===== src/rtl/des_ecb_host_if.sv =====
// Host byte-stream handshake plus DES core strobe/data bundle for des_ecb_host.
// slave = the host controller's view, master = the host/core environment's view.
interface des_ecb_host_if;
   logic [7:0]  DIN;
   logic        DIN_VLD;
   logic        DIN_RDY;
   logic        KSEL;
   logic        ENC_IN;
   logic [7:0]  DOUT;
   logic        DOUT_VLD;
   logic        DOUT_RDY;
   logic        DOUT_LAST;
   logic [63:0] DES_DIN;
   logic [63:0] DES_KEY;
   logic        DES_DRDY;
   logic        DES_KRDY;
   logic        DES_ENC;
   logic        DES_EN;
   logic        DES_BSY;
   logic        DES_KVLD;
   logic        DES_DVLD;
   logic [63:0] DES_DOUT;
   logic        ERR;

   modport slave (
      input  DIN, DIN_VLD, KSEL, ENC_IN, DOUT_RDY,
             DES_BSY, DES_KVLD, DES_DVLD, DES_DOUT,
      output DIN_RDY, DOUT, DOUT_VLD, DOUT_LAST,
             DES_DIN, DES_KEY, DES_DRDY, DES_KRDY, DES_ENC, DES_EN, ERR
   );

   modport master (
      output DIN, DIN_VLD, KSEL, ENC_IN, DOUT_RDY,
             DES_BSY, DES_KVLD, DES_DVLD, DES_DOUT,
      input  DIN_RDY, DOUT, DOUT_VLD, DOUT_LAST,
             DES_DIN, DES_KEY, DES_DRDY, DES_KRDY, DES_ENC, DES_EN, ERR
   );
endinterface


===== src/rtl/des_ecb_host.sv =====
// DES ECB host: packs 8 host bytes into a key/data block, strobes the DES core, unpacks the result.
// Latency: 8 load cycles + strobe + core (~17) + 8 unload cycles; DES_ECB_HOST_TIMEOUT_EN adds a WAIT watchdog.
// Backpressure: DIN_RDY low outside IDLE/LOAD; DOUT_RDY low stalls UNLOAD indefinitely.
module des_ecb_host (
   input  logic          CLK,
   input  logic          RST,
   des_ecb_host_if.slave hif
);

   localparam logic [2:0] ST_IDLE   = 3'd0;
   localparam logic [2:0] ST_LOAD   = 3'd1;
   localparam logic [2:0] ST_KSTB   = 3'd2;
   localparam logic [2:0] ST_DSTB   = 3'd3;
   localparam logic [2:0] ST_WAIT   = 3'd4;
   localparam logic [2:0] ST_UNLOAD = 3'd5;

   logic [2:0]  state;
   logic [2:0]  cnt;
   logic        key_ok;
   logic        ksel_l;
   logic        enc_l;
   logic [63:0] asm_reg;
   logic [63:0] out_sr;
   logic [63:0] des_din;
   logic [63:0] des_key;
   logic        des_enc;
   logic        des_en;
   logic        krdy;
   logic        drdy;
   logic        err;
   logic        din_rdy;
   logic        din_xfer;
   logic        dout_vld;
   logic        dout_xfer;
`ifdef DES_ECB_HOST_TIMEOUT_EN
   logic [5:0]  tcnt;
`endif

   // Ready is forced low while reset is held, not just after the reset edge.
   assign din_rdy   = ~RST & ((state == ST_IDLE) | (state == ST_LOAD));
   assign din_xfer  = hif.DIN_VLD & din_rdy;
   assign dout_vld  = (state == ST_UNLOAD);
   assign dout_xfer = dout_vld & hif.DOUT_RDY;

   always_ff @(posedge CLK) begin
      if (RST) begin
         state   <= ST_IDLE;
         cnt     <= 3'd0;
         key_ok  <= 1'b0;
         ksel_l  <= 1'b0;
         enc_l   <= 1'b1;
         asm_reg <= 64'd0;
         out_sr  <= 64'd0;
         des_din <= 64'd0;
         des_key <= 64'd0;
         des_enc <= 1'b1;
         des_en  <= 1'b0;
         krdy    <= 1'b0;
         drdy    <= 1'b0;
         err     <= 1'b0;
`ifdef DES_ECB_HOST_TIMEOUT_EN
         tcnt    <= 6'd0;
`endif
      end else begin
         krdy   <= 1'b0;
         drdy   <= 1'b0;
         err    <= 1'b0;
         des_en <= 1'b1;
         case (state)
            ST_IDLE: begin
               if (din_xfer) begin
                  asm_reg <= {asm_reg[55:0], hif.DIN};
                  ksel_l  <= hif.KSEL;
                  enc_l   <= hif.ENC_IN;
                  cnt     <= 3'd1;
                  state   <= ST_LOAD;
               end
            end
            ST_LOAD: begin
               if (din_xfer) begin
                  asm_reg <= {asm_reg[55:0], hif.DIN};
                  cnt     <= cnt + 3'd1;
                  if (cnt == 3'd7)
                     state <= ksel_l ? ST_KSTB : ST_DSTB;
               end
            end
            ST_KSTB: begin
               if (!hif.DES_BSY) begin
                  des_key <= asm_reg;
                  krdy    <= 1'b1;
                  key_ok  <= 1'b1;
                  state   <= ST_IDLE;
               end
            end
            ST_DSTB: begin
               // A data block with no key loaded is dropped without touching the core.
               if (!key_ok) begin
                  err   <= 1'b1;
                  state <= ST_IDLE;
               end else if (!hif.DES_BSY) begin
                  des_din <= asm_reg;
                  des_enc <= enc_l;
                  drdy    <= 1'b1;
                  state   <= ST_WAIT;
`ifdef DES_ECB_HOST_TIMEOUT_EN
                  tcnt    <= 6'd0;
`endif
               end
            end
            ST_WAIT: begin
               if (hif.DES_DVLD) begin
                  out_sr <= hif.DES_DOUT;
                  cnt    <= 3'd0;
                  state  <= ST_UNLOAD;
               end
`ifdef DES_ECB_HOST_TIMEOUT_EN
               else if (tcnt == 6'd31) begin
                  err   <= 1'b1;
                  state <= ST_IDLE;
               end else begin
                  tcnt <= tcnt + 6'd1;
               end
`endif
            end
            ST_UNLOAD: begin
               if (dout_xfer) begin
                  out_sr <= {out_sr[55:0], 8'h00};
                  cnt    <= cnt + 3'd1;
                  if (cnt == 3'd7)
                     state <= ST_IDLE;
               end
            end
            default: state <= ST_IDLE;
         endcase
      end
   end

   assign hif.DIN_RDY   = din_rdy;
   assign hif.DOUT      = out_sr[63:56];
   assign hif.DOUT_VLD  = dout_vld;
   assign hif.DOUT_LAST = dout_vld & (cnt == 3'd7);
   assign hif.DES_DIN   = des_din;
   assign hif.DES_KEY   = des_key;
   assign hif.DES_ENC   = des_enc;
   assign hif.DES_EN    = des_en;
   assign hif.DES_KRDY  = krdy;
   assign hif.DES_DRDY  = drdy;
   assign hif.ERR       = err;

endmodule

===== src/flat_wrapper.sv =====
// flat-port wrapper written by rule: the top's interface ports become plain ports
module des_ecb_host_flat 
  (CLK, RST, hif_DIN, hif_DIN_VLD, hif_KSEL, hif_ENC_IN, hif_DOUT_RDY, hif_DES_BSY, hif_DES_KVLD, hif_DES_DVLD, hif_DES_DOUT, hif_DIN_RDY, hif_DOUT, hif_DOUT_VLD, hif_DOUT_LAST, hif_DES_DIN, hif_DES_KEY, hif_DES_DRDY, hif_DES_KRDY, hif_DES_ENC, hif_DES_EN, hif_ERR);
  des_ecb_host_if hif_i ();
  input  logic CLK;
  input  logic RST;
  input wire logic [$bits(hif_i.DIN)-1:0] hif_DIN;
  input wire logic [$bits(hif_i.DIN_VLD)-1:0] hif_DIN_VLD;
  input wire logic [$bits(hif_i.KSEL)-1:0] hif_KSEL;
  input wire logic [$bits(hif_i.ENC_IN)-1:0] hif_ENC_IN;
  input wire logic [$bits(hif_i.DOUT_RDY)-1:0] hif_DOUT_RDY;
  input wire logic [$bits(hif_i.DES_BSY)-1:0] hif_DES_BSY;
  input wire logic [$bits(hif_i.DES_KVLD)-1:0] hif_DES_KVLD;
  input wire logic [$bits(hif_i.DES_DVLD)-1:0] hif_DES_DVLD;
  input wire logic [$bits(hif_i.DES_DOUT)-1:0] hif_DES_DOUT;
  output wire logic [$bits(hif_i.DIN_RDY)-1:0] hif_DIN_RDY;
  output wire logic [$bits(hif_i.DOUT)-1:0] hif_DOUT;
  output wire logic [$bits(hif_i.DOUT_VLD)-1:0] hif_DOUT_VLD;
  output wire logic [$bits(hif_i.DOUT_LAST)-1:0] hif_DOUT_LAST;
  output wire logic [$bits(hif_i.DES_DIN)-1:0] hif_DES_DIN;
  output wire logic [$bits(hif_i.DES_KEY)-1:0] hif_DES_KEY;
  output wire logic [$bits(hif_i.DES_DRDY)-1:0] hif_DES_DRDY;
  output wire logic [$bits(hif_i.DES_KRDY)-1:0] hif_DES_KRDY;
  output wire logic [$bits(hif_i.DES_ENC)-1:0] hif_DES_ENC;
  output wire logic [$bits(hif_i.DES_EN)-1:0] hif_DES_EN;
  output wire logic [$bits(hif_i.ERR)-1:0] hif_ERR;
  assign hif_i.DIN = hif_DIN;
  assign hif_i.DIN_VLD = hif_DIN_VLD;
  assign hif_i.KSEL = hif_KSEL;
  assign hif_i.ENC_IN = hif_ENC_IN;
  assign hif_i.DOUT_RDY = hif_DOUT_RDY;
  assign hif_i.DES_BSY = hif_DES_BSY;
  assign hif_i.DES_KVLD = hif_DES_KVLD;
  assign hif_i.DES_DVLD = hif_DES_DVLD;
  assign hif_i.DES_DOUT = hif_DES_DOUT;
  assign hif_DIN_RDY = hif_i.DIN_RDY;
  assign hif_DOUT = hif_i.DOUT;
  assign hif_DOUT_VLD = hif_i.DOUT_VLD;
  assign hif_DOUT_LAST = hif_i.DOUT_LAST;
  assign hif_DES_DIN = hif_i.DES_DIN;
  assign hif_DES_KEY = hif_i.DES_KEY;
  assign hif_DES_DRDY = hif_i.DES_DRDY;
  assign hif_DES_KRDY = hif_i.DES_KRDY;
  assign hif_DES_ENC = hif_i.DES_ENC;
  assign hif_DES_EN = hif_i.DES_EN;
  assign hif_ERR = hif_i.ERR;
  des_ecb_host u_core (.CLK(CLK), .RST(RST), .hif(hif_i));
endmodule

===== config.mk =====
export PLATFORM = sky130hd
export DESIGN_NAME = des_ecb_host_flat
export DESIGN_NICKNAME = d
export VERILOG_FILES = /design/src/rtl/des_ecb_host_if.sv /design/src/rtl/des_ecb_host.sv /design/src/flat_wrapper.sv
export SDC_FILE = /design/constraint.sdc
export NUM_CORES = 1
export LEC_CHECK = 0
export BUFFER_PORTS_ARGS = -buffer_cell sky130_fd_sc_hd__buf_2
export CAP_MARGIN = 0
export CELL_PAD_IN_SITES_DETAIL_PLACEMENT = 1
export CELL_PAD_IN_SITES_GLOBAL_PLACEMENT = 2
export CORE_MARGIN = 5
export CORE_UTILIZATION = 31
export CTS_CLUSTER_SIZE = 8
export DETAILED_ROUTE_END_ITERATION = 6
export MAX_ROUTING_LAYER = met4
export PLACE_DENSITY = 0.75
export SYNTH_ARGS = -nofsm -noshare
export SYNTH_HDL_FRONTEND = slang
export SYNTH_SLANG_ARGS = --single-unit

===== constraint.sdc =====
create_clock -name CLK -period 2.1 [get_ports CLK]
set_input_delay 0.21 -clock CLK [delete_from_list [all_inputs] [get_ports CLK]]
set_output_delay 0.21 -clock CLK [all_outputs]
set_load 0.02 [all_outputs]

After elaboration in Yosys (flattened, before gate mapping)
Cells that the tools add are included.
{"block": "totals", "latch_bits": 0, "out_inout_bits": 144, "ff_bits": 270, "memories": 0, "rom_bits": 0, "mem_bits_rw": 0, "in_bits": 81, "wordCells": 74}
{"block": "op_classes", "div": 0, "n_eq_ne": 14, "bitwise": 10, "order_cmp": 0, "n_reduce_logical": 14, "mux": 21, "n_shift": 0, "multipliers": 0, "add_sub_neg": 1}
{"cell": "2-to-1 mux 64 bit", "n": 2}
{"cell": "one-hot mux 64 bit (2 select lines)", "n": 1}
{"cell": "2-to-1 mux 3 bit", "n": 12}
{"cell": "one-hot mux 3 bit (6 select lines)", "n": 1}
{"cell": "one-hot mux 3 bit (4 select lines)", "n": 1}
{"cell": "inequality test 2 bit, second input constant", "n": 5}
{"cell": "== test 3 bit, second input constant", "n": 3}
{"cell": "AND reduction 8 bit", "n": 1}
{"cell": "== test 3 x 2 -> 1 bit, second input constant", "n": 2}
{"cell": "AND reduction 2 bit", "n": 3}
{"cell": "AND reduction 3 bit", "n": 2}
{"cell": "OR reduction 2 bit", "n": 3}
{"cell": "inverter 1 bit", "n": 5}
{"cell": "AND reduction 5 bit", "n": 1}
{"cell": "AND 1 bit", "n": 4}
{"cell": "2-to-1 mux 1 bit", "n": 4}
{"cell": "inequality test 2 x 1 -> 1 bit, second input constant", "n": 2}
{"cell": "nonzero test 4 bit", "n": 1}
{"cell": "adder 3 x 1 -> 3 bit, second input constant", "n": 1}
{"cell": "== test 3 x 1 -> 1 bit, second input constant", "n": 1}
{"cell": "zero test 3 bit", "n": 1}
{"cell": "inequality test 3 bit, second input constant", "n": 1}
{"cell": "OR reduction 3 bit", "n": 1}
{"cell": "nonzero test 2 bit", "n": 1}
{"cell": "bitwise OR 1 bit", "n": 1}

Depth between registers and ports, before layout
Gate-level depths: netlist (run 1).
{"block": "depth", "word_depth": 6, "depth_mapped": 8, "ltp_nobuf": 6}

Least setup slack after synthesis (run 1)
Ideal clock, no wire load.
{"block": "synth_timing", "path_type": "flip-flop to flip-flop", "from": "reg u_core.state[1]", "to": "reg u_core.out_sr[49]", "t_required_ns": 2.012, "setup_ns": 0.088, "arrival_ns": 1.427, "setup_slack_ns": 0.585, "path_stages_with_launch": 8, "period_less_slack_ns": 1.515, "n_path_buf": 2, "path_cell_list": "dfxtp_1 buf_4 inv_2 nand3_2 inv_2 clkbuf_1 nand2_1 a311oi_2"}
{"block": "synth_via", "elab_chain_cells": 4, "elab_cells_between_ends": 8, "classes_between": "eq/ne: 4; mux: 1; bitwise: 1; reduce/logical: 2"}
{"element": "start, declared", "line": "des_ecb_host.sv:17", "text": "logic [2:0] state;"}
{"element": "start signal, assigned", "line": "des_ecb_host.sv:84", "text": "state <= ksel_l ? ST_KSTB : ST_DSTB;"}
{"element": "== test 3 bit *", "line": "des_ecb_host.sv:42", "text": "assign dout_vld = (state == ST_UNLOAD);"}
{"element": "via hif_DOUT_VLD", "line": "flat_wrapper.sv:18", "text": "output wire logic [$bits(hif_i.DOUT_VLD)-1:0] hif_DOUT_VLD;"}
{"element": "AND 1 bit", "line": "des_ecb_host.sv:43", "text": "assign dout_xfer = dout_vld & hif.DOUT_RDY;"}
{"element": "inequality test 2 bit (no line)"}
{"element": "AND reduction 3 bit (no line)"}
{"element": "end signal, assigned", "line": "des_ecb_host.sv:112", "text": "out_sr <= hif.DES_DOUT;"}
{"element": "end signal, assigned", "line": "des_ecb_host.sv:127", "text": "out_sr <= {out_sr[55:0], 8'h00};"}
{"element": "end, declared", "line": "des_ecb_host.sv:23", "text": "logic [63:0] out_sr;"}
Mark *: on every way through the listed nets, which the timed path passes. The rest lies on a longest branch.
A chain may end at the register's enable or synchronous reset.

Final worst setup path (run 1)
{"block": "layout_timing", "from": "reg u_core.state[0]", "to": "out hif_DOUT_VLD"}
{"block": "layout_via", "elab_chain_cells": 1}
{"element": "== test 3 bit", "line": "des_ecb_host.sv:42"}
{"element": "end, declared", "line": "flat_wrapper.sv:18"}
No other way between the ends.

==> metrics.yaml, run 1 <==
run_status:
  status: "finished, final reports clean"
cts:
  cts.sinks: 270
  cts_tree: "yes"
  root_buffer: "clkbuf_16"
  cts.clk_slew.worst_paths_ps: 50
  post_cts_buffers: 0
  clk_latency_ps: 500
  htreeDepth: 2
  clockBufferDepth: 3
  cts-buffers-inserted: 39
floorplan:
  die_width_um: 193
  dieArea_um2: 37200
  num_io_pins: 225
  start_util_pct: 31.1
  core_area_um2: 33300
  row_count: 67
  die_h_um: 193
drt:
  vias: 9213
  vias_per_cell: 4.71
  drcViolationCount: 0
  drtAntennaViolNets: 0
  wire_per_inst_um: 16.5
  routed_wl_mm: 32.2
  drt_iter0_drc: 405
  dr.pass1.iters: 4
grt:
  grt_pass1_wl_mm: 50.6
  grt_pass1_vias: 9408
  grt_start_max_net_pins: 144
  antenna_found_initial: 1
  grtUsageTotal_pct: 17.4
  overflow: 0
critical_path:
  r2r-start: "u_core.state[0]"
  reg2reg_to: "u_core.out_sr[18]"
  worst_setup_path_start_kind: "flip-flop"
  crit_path_end: "hif_DOUT_VLD"
  crit_path_end_kind: "output pin"
  worst_ep_arrival_time_ps: 1770
  crit_type: "reg2out"
  crit_required_ps: 1890
  path_max_fanout: 22
  crit_chain: "buf_4, nand3_2, inv_2, buf_12, buf_2"
  cp-startpoint: "u_core.state[0]"
  slowest_stage: "dfxtp_1"
  ff2ff_setup_slack_ps: 430
  cpPeakStageDelay_ps: 420
  reg2regPathDepth: 5
synthesis:
  synthFlopType: "dfxtp_1"
  yosys.area.top_type_share_pct: 52.1
  syn_area_um2: 10400
  netlist_instances: 1265
  ys_top_cells_by_area: "dfxtp_1 (52%), nand2_1 (19%), a311oi_2 (8.1%), a21oi_1 (6.6%), o21ai_0 (2.5%)"
  async_reset_ff_share_pct: 0
  yosysMostFrequentCell: "nand2_1"
  syn_nets: 1348
  yosysWarnings: 0
  synthTopCellsByCount: "nand2_1 (514), dfxtp_1 (270), a21oi_1 (136)"
  ys_ff_latch: 270
  synth-seq-area-share_pct: 52.1
  synth-edff-count: 0
  yosys.area.top_type: "dfxtp_1"
  syn_area_per_cell_um2: 8.19
  synth_cell_types: 37
power_and_ir_drop:
  max-vdd-ir-drop_mv: 0.519
  cellLeakagePower_nw: 5.17
  p_int_mw: 9.22
  switching_share_pct: 25.2
  pwr-share-clk_pct: 43.6
  seq_power_share_pct: 45.1
  power.switching_mw: 3.10
  power_density_nw_per_um2: 914
  combPwrFrac_pct: 11.3
sta:
  finalSetupViolCount: 0
  fin_hold_ws_ps: 15.2
  grt_setup_unrepaired: "no"
  hold_viol: 0
  fin_crit_sh_pct: 94.2
  min_period_ps: 1980
  setup_tns_ps: 0
  slew_headroom_pct: 46.0
  fmax_ghz: 0.506
  worst_pin_slew_ps: 811
  finalClockSkew_ps: 9.41
  final-max-slew-violation-count: 0
placed_design:
  numPortBuffers: 223
  dp_hpwl_mm: 20.4
  gp_congestion: 0.746
layout:
  multi_input_area_um2: 4390
  layout-drive-gt1-share_pct: 24.0
  area_delta_synth_final_pct: 30.1
  fillerInstances: 4034
  regArea_um2: 5410
  fin_nets: 1588
worst_hold_path:
  worstHoldPathCells: 3
  hold_path.class: "in2reg"
run:
  max_cap_violations: 0
[layout by cell type (no fill, tap or decap), types with 2 or more instances in the layout]
cell type        n
clkbuf_1         2
ha_1             2
inv_2            3
o31ai_1          2
buf_12          14
buf_4           12
clkbuf_16       40
a311oi_2        56
o21ai_0         51
o211ai_1         2
a21oi_1        136
dlygate4sd3_1   58
nand2_1        514
dfxtp_1        268
buf_2          222
o21ai_1         15
mux2i_1          5
nor2_1          63
inv_1            2
nand2b_1         2
nand3_1         13
[cell families after synthesis]
group | share of synthesized area [%]
buffers and inverters | 5.76
adders and majority gates | 0.241
DFF | 52.1
and+or+nand+nor | 22.7
AOI/OAI and AO/OA | 18.6
muxes | 0.628
[per-layer routing]
metal	global-route usage [%]	vias to the layer above	routed length, um
li1	-	4616	-
met5	-	-	0
met2	28.7	174	15300
met4	4.94	0	707
met1	22.1	4376	14700
met3	2.80	47	1450
[final cells by class]
| type | instances | area share [%] |
|---|---|---|
| antenna | 1 | 0.0186 |
| clock buffer | 41 | 7.29 |
| clock inverter | 1 | 0.0650 |
| inverter | 5 | 0.139 |
| multi-input combinational | 880 | 32.5 |
| sequential | 270 | 40.1 |
| tap | 448 | 4.16 |
| timing repair buffer | 309 | 15.7 |
[power groups by stage]
stage / sequential [mW] / clock (mW) / combinational [mW]
floorplan: 5.58 / 0 / 1.04
global placement: 5.65 / 0 / 1.29
detailed placement: 5.65 / 0 / 1.32
CTS: 5.55 / 5.56 / 1.41
global route: 5.58 / 5.76 / 1.56
finish: 5.56 / 5.37 / 1.40
[worst min path at each step]
stage                                start                 to  slack [ps]
after floorplan                 hif_DIN[0]  u_core.asm_reg[0]         320
after global placement          hif_DIN[0]  u_core.asm_reg[0]         410
after detailed placement        hif_DIN[6]  u_core.asm_reg[6]         410
after CTS                 hif_DES_DOUT[61]  u_core.out_sr[61]        0.09
after global routing      hif_DES_DOUT[34]  u_core.out_sr[34]          10
final                     hif_DES_DOUT[29]  u_core.out_sr[29]          20
[through the flow]
| step | total power [mW] | setup WS [ps] | cell area (um^2) | util [%] | std cells |
|---|---|---|---|---|---|
| finish | 12.3 | 122 | 13500 | 40.5 | 1955 |
| global route | 12.9 | 23.0 | 13500 | 40.5 | 1955 |
| CTS | 12.5 | 42.5 | 13400 | 40.4 | 1953 |
| detailed placement | 6.97 | 316 | 11900 | 35.7 | 1853 |
| global placement | 6.94 | 371 | 11900 | 35.7 | 1853 |
| floorplan | 6.62 | 585 | 10400 | - | 1265 |
[worst max-delay path: cells and delay by family, from the launching register on]
kind / cells / cell delay [ps]
buffers and inverters: 4 / 710
DFF: 1 / 420
and+or+nand+nor: 1 / 140
[timing repair]
| item | 4_1_cts | 5_1_grt |
|---|---|---|
| endpoints found under the hold margin | 58 | 0 |
| pin swaps | 0 | 0 |
| hold buffers | 58 | 0 |
| setup endpoints to repair | 2 | 2 |
| resized for setup | 2 | 2 |
| gates cloned | 0 | 1 |
Note: power is estimated with default switching activity, not from simulation.
==> inputs of run 2 (changes only) <==
Settings changed: ABC_AREA set to 1, CORE_UTILIZATION 31 to 30, PLACE_DENSITY 0.75 to 0.76, SKIP_LAST_GASP set to 1.
==> metrics.yaml, run 2 <==
cts:
  cts-buffers-inserted: 39
  root_buffer: "clkbuf_16"
  cts_tree: "yes"
  cts.sinks: 270
  htreeDepth: 2
  clockBufferDepth: 3
  cts.clk_slew.worst_paths_ps: 50
  clk_latency_ps: 510
floorplan:
  die_width_um: 194
  dieArea_um2: 37600
  row_count: 67
  core_area_um2: 33400
  die_h_um: 194
  start_util_pct: 30.3
  num_io_pins: 225
placed_design:
  gp_congestion: 0.751
  numPortBuffers: 223
  dp_hpwl_mm: 21.5
critical_path:
  crit_path_end: "hif_DOUT_LAST"
  reg2reg_to: "u_core.out_sr[19]"
  ff2ff_setup_slack_ps: 430
  cp-startpoint: "u_core.state[2]"
  path_max_fanout: 40
  crit_required_ps: 1890
  worst_setup_path_start_kind: "flip-flop"
  slowest_stage: "dfxtp_2"
  cpPeakStageDelay_ps: 380
  crit_type: "reg2out"
  reg2regPathDepth: 8
  worst_ep_arrival_time_ps: 1800
  crit_path_end_kind: "output pin"
  crit_chain: "nand2_1, nor2_4, inv_6, buf_12, nor2_1, buf_2"
  r2r-start: "u_core.state[2]"
synthesis:
  syn_nets: 1458
  yosysMostFrequentCell: "nor2_1"
  yosys.area.top_type_share_pct: 53.3
  syn_area_per_cell_um2: 7.38
  synth-edff-count: 0
  ys_top_cells_by_area: "dfxtp_1 (53%), nor2_1 (12%), o21ai_0 (9.9%), nand2_1 (9.5%), nand3_1 (6.3%)"
  yosysWarnings: 0
  synth_cell_types: 25
  synthFlopType: "dfxtp_1"
  netlist_instances: 1375
  ys_ff_latch: 270
  syn_area_um2: 10100
  async_reset_ff_share_pct: 0
  yosys.area.top_type: "dfxtp_1"
  synth-seq-area-share_pct: 53.3
  synthTopCellsByCount: "nor2_1 (325), dfxtp_1 (270), nand2_1 (256)"
sta:
  final-max-slew-violation-count: 0
  fin_crit_sh_pct: 95.5
  min_period_ps: 2010
  hold_viol: 0
  finalSetupViolCount: 0
  finalClockSkew_ps: 14.4
  fmax_ghz: 0.499
  grt_setup_unrepaired: "yes"
  slew_headroom_pct: 70.9
  worst_pin_slew_ps: 436
  fin_hold_ws_ps: 51.3
drt:
  drt_iter0_drc: 497
  wire_per_inst_um: 16.1
  vias: 9495
  vias_per_cell: 4.68
  routed_wl_mm: 32.7
  drcViolationCount: 0
  dr.pass1.iters: 4
  drtAntennaViolNets: 0
power_and_ir_drop:
  cellLeakagePower_nw: 6.11
  max-vdd-ir-drop_mv: 0.480
  power_density_nw_per_um2: 1200
  p_total_mw: 15.5
grt:
  antenna_found_initial: 2
  grt_pass1_vias: 9761
  overflow: 0
  grt_start_max_net_pins: 79
  grtUsageTotal_pct: 17.4
  grt_pass1_wl_mm: 53.3
layout:
  area_delta_synth_final_pct: 27.2
  layout_common_cells: "nor2_1 (325), dfxtp_1 (267), nand2_1 (255)"
  layout-drive-gt1-share_pct: 19.7
  utilization_pct: 38.6
  fin_nets: 1660
  final_common_cell: "nor2_1"
  multi_input_area_um2: 4180
  fillerInstances: 4149
  regArea_um2: 5410
worst_hold_path:
  hold_path.class: "in2reg"
run:
  max_cap_violations: 0
run_status:
  status: "finished, final reports clean"
-- run 2: cell count changes in the layout (fill, tap and decap cells not counted), sizes merged, moves of 5 or more --
cell,change
nand2,-257
a311oi,-56
mux2i,-5
nor2,+262
o21ai,+135
dlygate4sd3,-40
inv,+24
a21oi,-93
nand3,+114
-- run 2: final cells by class --
cell class                 count  area share (%)
timing repair buffer         270            12.6
tap                          448            4.34
clock buffer                  41            7.62
inverter                      30           0.950
clock inverter                 2           0.252
multi-input combinational    966            32.3
antenna                        2          0.0388
sequential                   270            41.9
-- run 2: worst max-delay path: cells and delay by family, from the launching register on --
family,cells,cell delay (ps)
AND/OR/NAND/NOR,3,400
buffers and inverters,3,490
flip-flops,1,380
-- run 2: timing repair --
item / in CTS / in global routing
setup endpoints to repair: 2 / 2
hold buffers: 18 / 0
endpoints found under the hold margin: 18 / 0
setup buffers: 0 / 0
resized for setup: 4 / 3
-- run 2: worst min path at each step --
stage                     start                 to  slack, ps  depth (start not counted)
6_report       hif_DES_DOUT[58]  u_core.out_sr[58]         50                          5
5_1_grt                     RST      u_core.key_ok         80                          2
4_1_cts        hif_DES_DOUT[13]  u_core.out_sr[13]         30                          5
3_5_place_dp         hif_DIN[2]  u_core.asm_reg[2]        450                          3
3_3_place_gp         hif_DIN[6]  u_core.asm_reg[6]        440                          3
2_1_floorplan        hif_ENC_IN       u_core.enc_l        350                          2
-- run 2: routing by layer --
layer | routed length (um) | up-vias | share of wire [%] | track usage, %
met5 | 0 | - | 0 | -
met4 | 537 | 0 | 1.6 | 3.65
met3 | 1380 | 43 | 4.2 | 3.15
met2 | 15200 | 187 | 47 | 28.3
met1 | 15600 | 4445 | 48 | 22.9
li1 | - | 4820 | - | -
-- run 2: per-stage QoR --
step / worst slack (ps) / setup TNS [ps] / area, um^2 / cells
2_1_floorplan: 593 / 0 / 10100 / 1375
3_3_place_gp: 376 / 0 / 11700 / 1966
3_5_place_dp: 355 / 0 / 11700 / 1966
4_1_cts: 5.55 / 0 / 12900 / 2027
5_1_grt: -17.5 / -26.0 / 12900 / 2029
6_report: 94.7 / 0 / 12900 / 2029
-- run 2: power by group --
part / switching [mW] / total [mW] / internal [mW]
logic: 2.52 / 3.76 / 1.24
clock network: 2.18 / 5.46 / 3.28
registers: 0.454 / 6.32 / 5.87
-- run 2: logic make-up (layout without fill, tap and decap cells) --
kind of cell / after synthesis / in the layout / share of synthesized area, %
flip-flops: 270 / 270 / 53.3
other: 0 / 2 / 0
adder cells (fa/ha/maj): 2 / 2 / 0.247
AND/OR/NAND/NOR: 717 / 717 / 28.4
buffers and inverters: 139 / 343 / 5.81
AO/OA/AOI/OAI: 247 / 247 / 12.3
==> inputs of run 3 (changes only) <==
Settings changed: CTS_CLUSTER_DIAMETER set to 200, RECOVER_POWER set to 50.
==> metrics.yaml, run 3 (synthesis results as in run 2) <==
run_status:
  status: "finished, final reports clean"
layout:
  multi_input_area_um2: 4180
  fillerInstances: 4184
  fin_nets: 1660
  area_delta_synth_final_pct: 25.9
  utilization_pct: 38.2
  layout-drive-gt1-share_pct: 13.1
  regArea_um2: 5410
  final_common_cell: "nor2_1"
  fin_area_um2: 12800
  layout_common_cells: "nor2_1 (325), dfxtp_1 (267), nand2_1 (255)"
  fin_cells: 2029
worst_hold_path:
  hold_path.class: "in2reg"
  worstHoldPathCells: 2
critical_path:
  cp_num_buf_inv: 3
  worst_setup_path_start_kind: "flip-flop"
  crit_type: "reg2out"
  slowest_stage: "dfxtp_2"
  cp.depth: 6
  crit_path_end_kind: "output pin"
  cp_top_family: "buffers and inverters"
  reg2regPathDepth: 8
  worst_ep_arrival_time_ps: 1790
  cpPeakStageDelay_ps: 380
  path_max_fanout: 40
  crit_required_ps: 1890
  crit_chain: "nand2_1, nor2_4, inv_6, buf_12, nor2_1, buf_2"
power_and_ir_drop:
  cellLeakagePower_nw: 5.67
  power_density_nw_per_um2: 1210
  max-vdd-ir-drop_mv: 0.540
cts:
  clk_latency_ps: 510
  cts.sinks: 270
  cts.clk_slew.worst_paths_ps: 50
  clockBufferDepth: 3
  cts_tree: "yes"
  root_buffer: "clkbuf_16"
  htreeDepth: 2
  cts-buffers-inserted: 39
grt:
  antenna_found_initial: 2
  grt_pass1_wl_mm: 53.1
  overflow: 0
  grt_start_max_net_pins: 79
  grt_pass1_vias: 9687
  grtUsageTotal_pct: 17.3
drt:
  drt_iter0_drc: 503
  routed_wl_mm: 32.7
  drcViolationCount: 0
  drtAntennaViolNets: 0
  dr.pass1.iters: 4
  vias: 9497
  wire_per_inst_um: 16.1
  vias_per_cell: 4.68
sta:
  fin_ws_ps: 95.8
  finalClockSkew_ps: 20.6
  final-max-slew-violation-count: 0
  fin_crit_sh_pct: 95.4
  min_period_ps: 2000
  hold_viol: 0
  fmax_ghz: 0.499
  worst_pin_slew_ps: 1310
  grt_setup_unrepaired: "yes"
  slew_headroom_pct: 12.4
  setup_tns_ps: 0
  finalSetupViolCount: 0
floorplan:
  die_width_um: 194
  dieArea_um2: 37600
  row_count: 67
  num_io_pins: 225
  core_area_um2: 33400
  die_h_um: 194
  start_util_pct: 30.3
placed_design:
  dp_hpwl_mm: 21.5
  place_inst: 1966
  numPortBuffers: 223
  dp_slack_ps: 355
  gp_congestion: 0.751
  dpl_cell_area_um2: 11700
run:
  max_cap_violations: 0
[run 3: path summary, 6_finish.rpt]
check	startpoint	to	slack, ps
max reg2reg	u_core.state[2]	u_core.out_sr[19]	430
min reg2reg	u_core.out_sr[6]	u_core.out_sr[6]	460
min	RST	u_core.hif.DES_KRDY	50
max	u_core.state[2]	hif_DOUT_LAST	100
[run 3: worst reg2reg max path, cell delays in order (launching register included)]
cell and delay [ps]:
dfxtp_2 380, nand2_1 120, nor2_4 180, nand2_1 70
nand2_1 70, nand2_2 170, buf_4 270, o21ai_0 230
nor2_1 60
[run 3: stage by stage]
| step | hold slack (ps) | total power, mW |
|---|---|---|
| after global routing | 53.6 | 16.5 |
| after detailed placement | 446 | 10.2 |
| after global placement | 437 | 10.1 |
| after floorplan | 348 | 8.94 |
| final | 52.4 | 15.5 |
| after CTS | 33.9 | 15.8 |
[run 3: timing repair]
item                                   CTS  global route
setup endpoints to repair                2             2
gates resized for setup                  4             3
endpoints found under the hold margin   18             0
buffers inserted                         0             0
hold buffers                            18             0
[run 3: metal layers]
layer	track usage (%)	wire, um	vias to the layer above
met5	-	0	-
met4	3.57	526	0
met3	3.06	1350	43
met2	28.3	15200	181
met1	22.8	15600	4450
li1	-	-	4823
[run 3: report_power, final]
group	switching [mW]	internal (mW)	leakage, nW
clock network	2.15	3.31	0.502
logic	2.52	1.18	2.98
registers	0.461	5.87	2.19
total	5.13	10.4	5.67
[run 3: area by class of cell]
type                            count  share of cell area (%)
Antenna cell                        3                  0.0587
Clock inverter                      2                   0.254
Sequential cell                   270                    42.3
Inverter                           30                   0.920
Clock buffer                       40                    7.74
Timing Repair Buffer              270                    11.7
Multi-Input combinational cell    966                    32.7
Tap cell                          448                    4.38
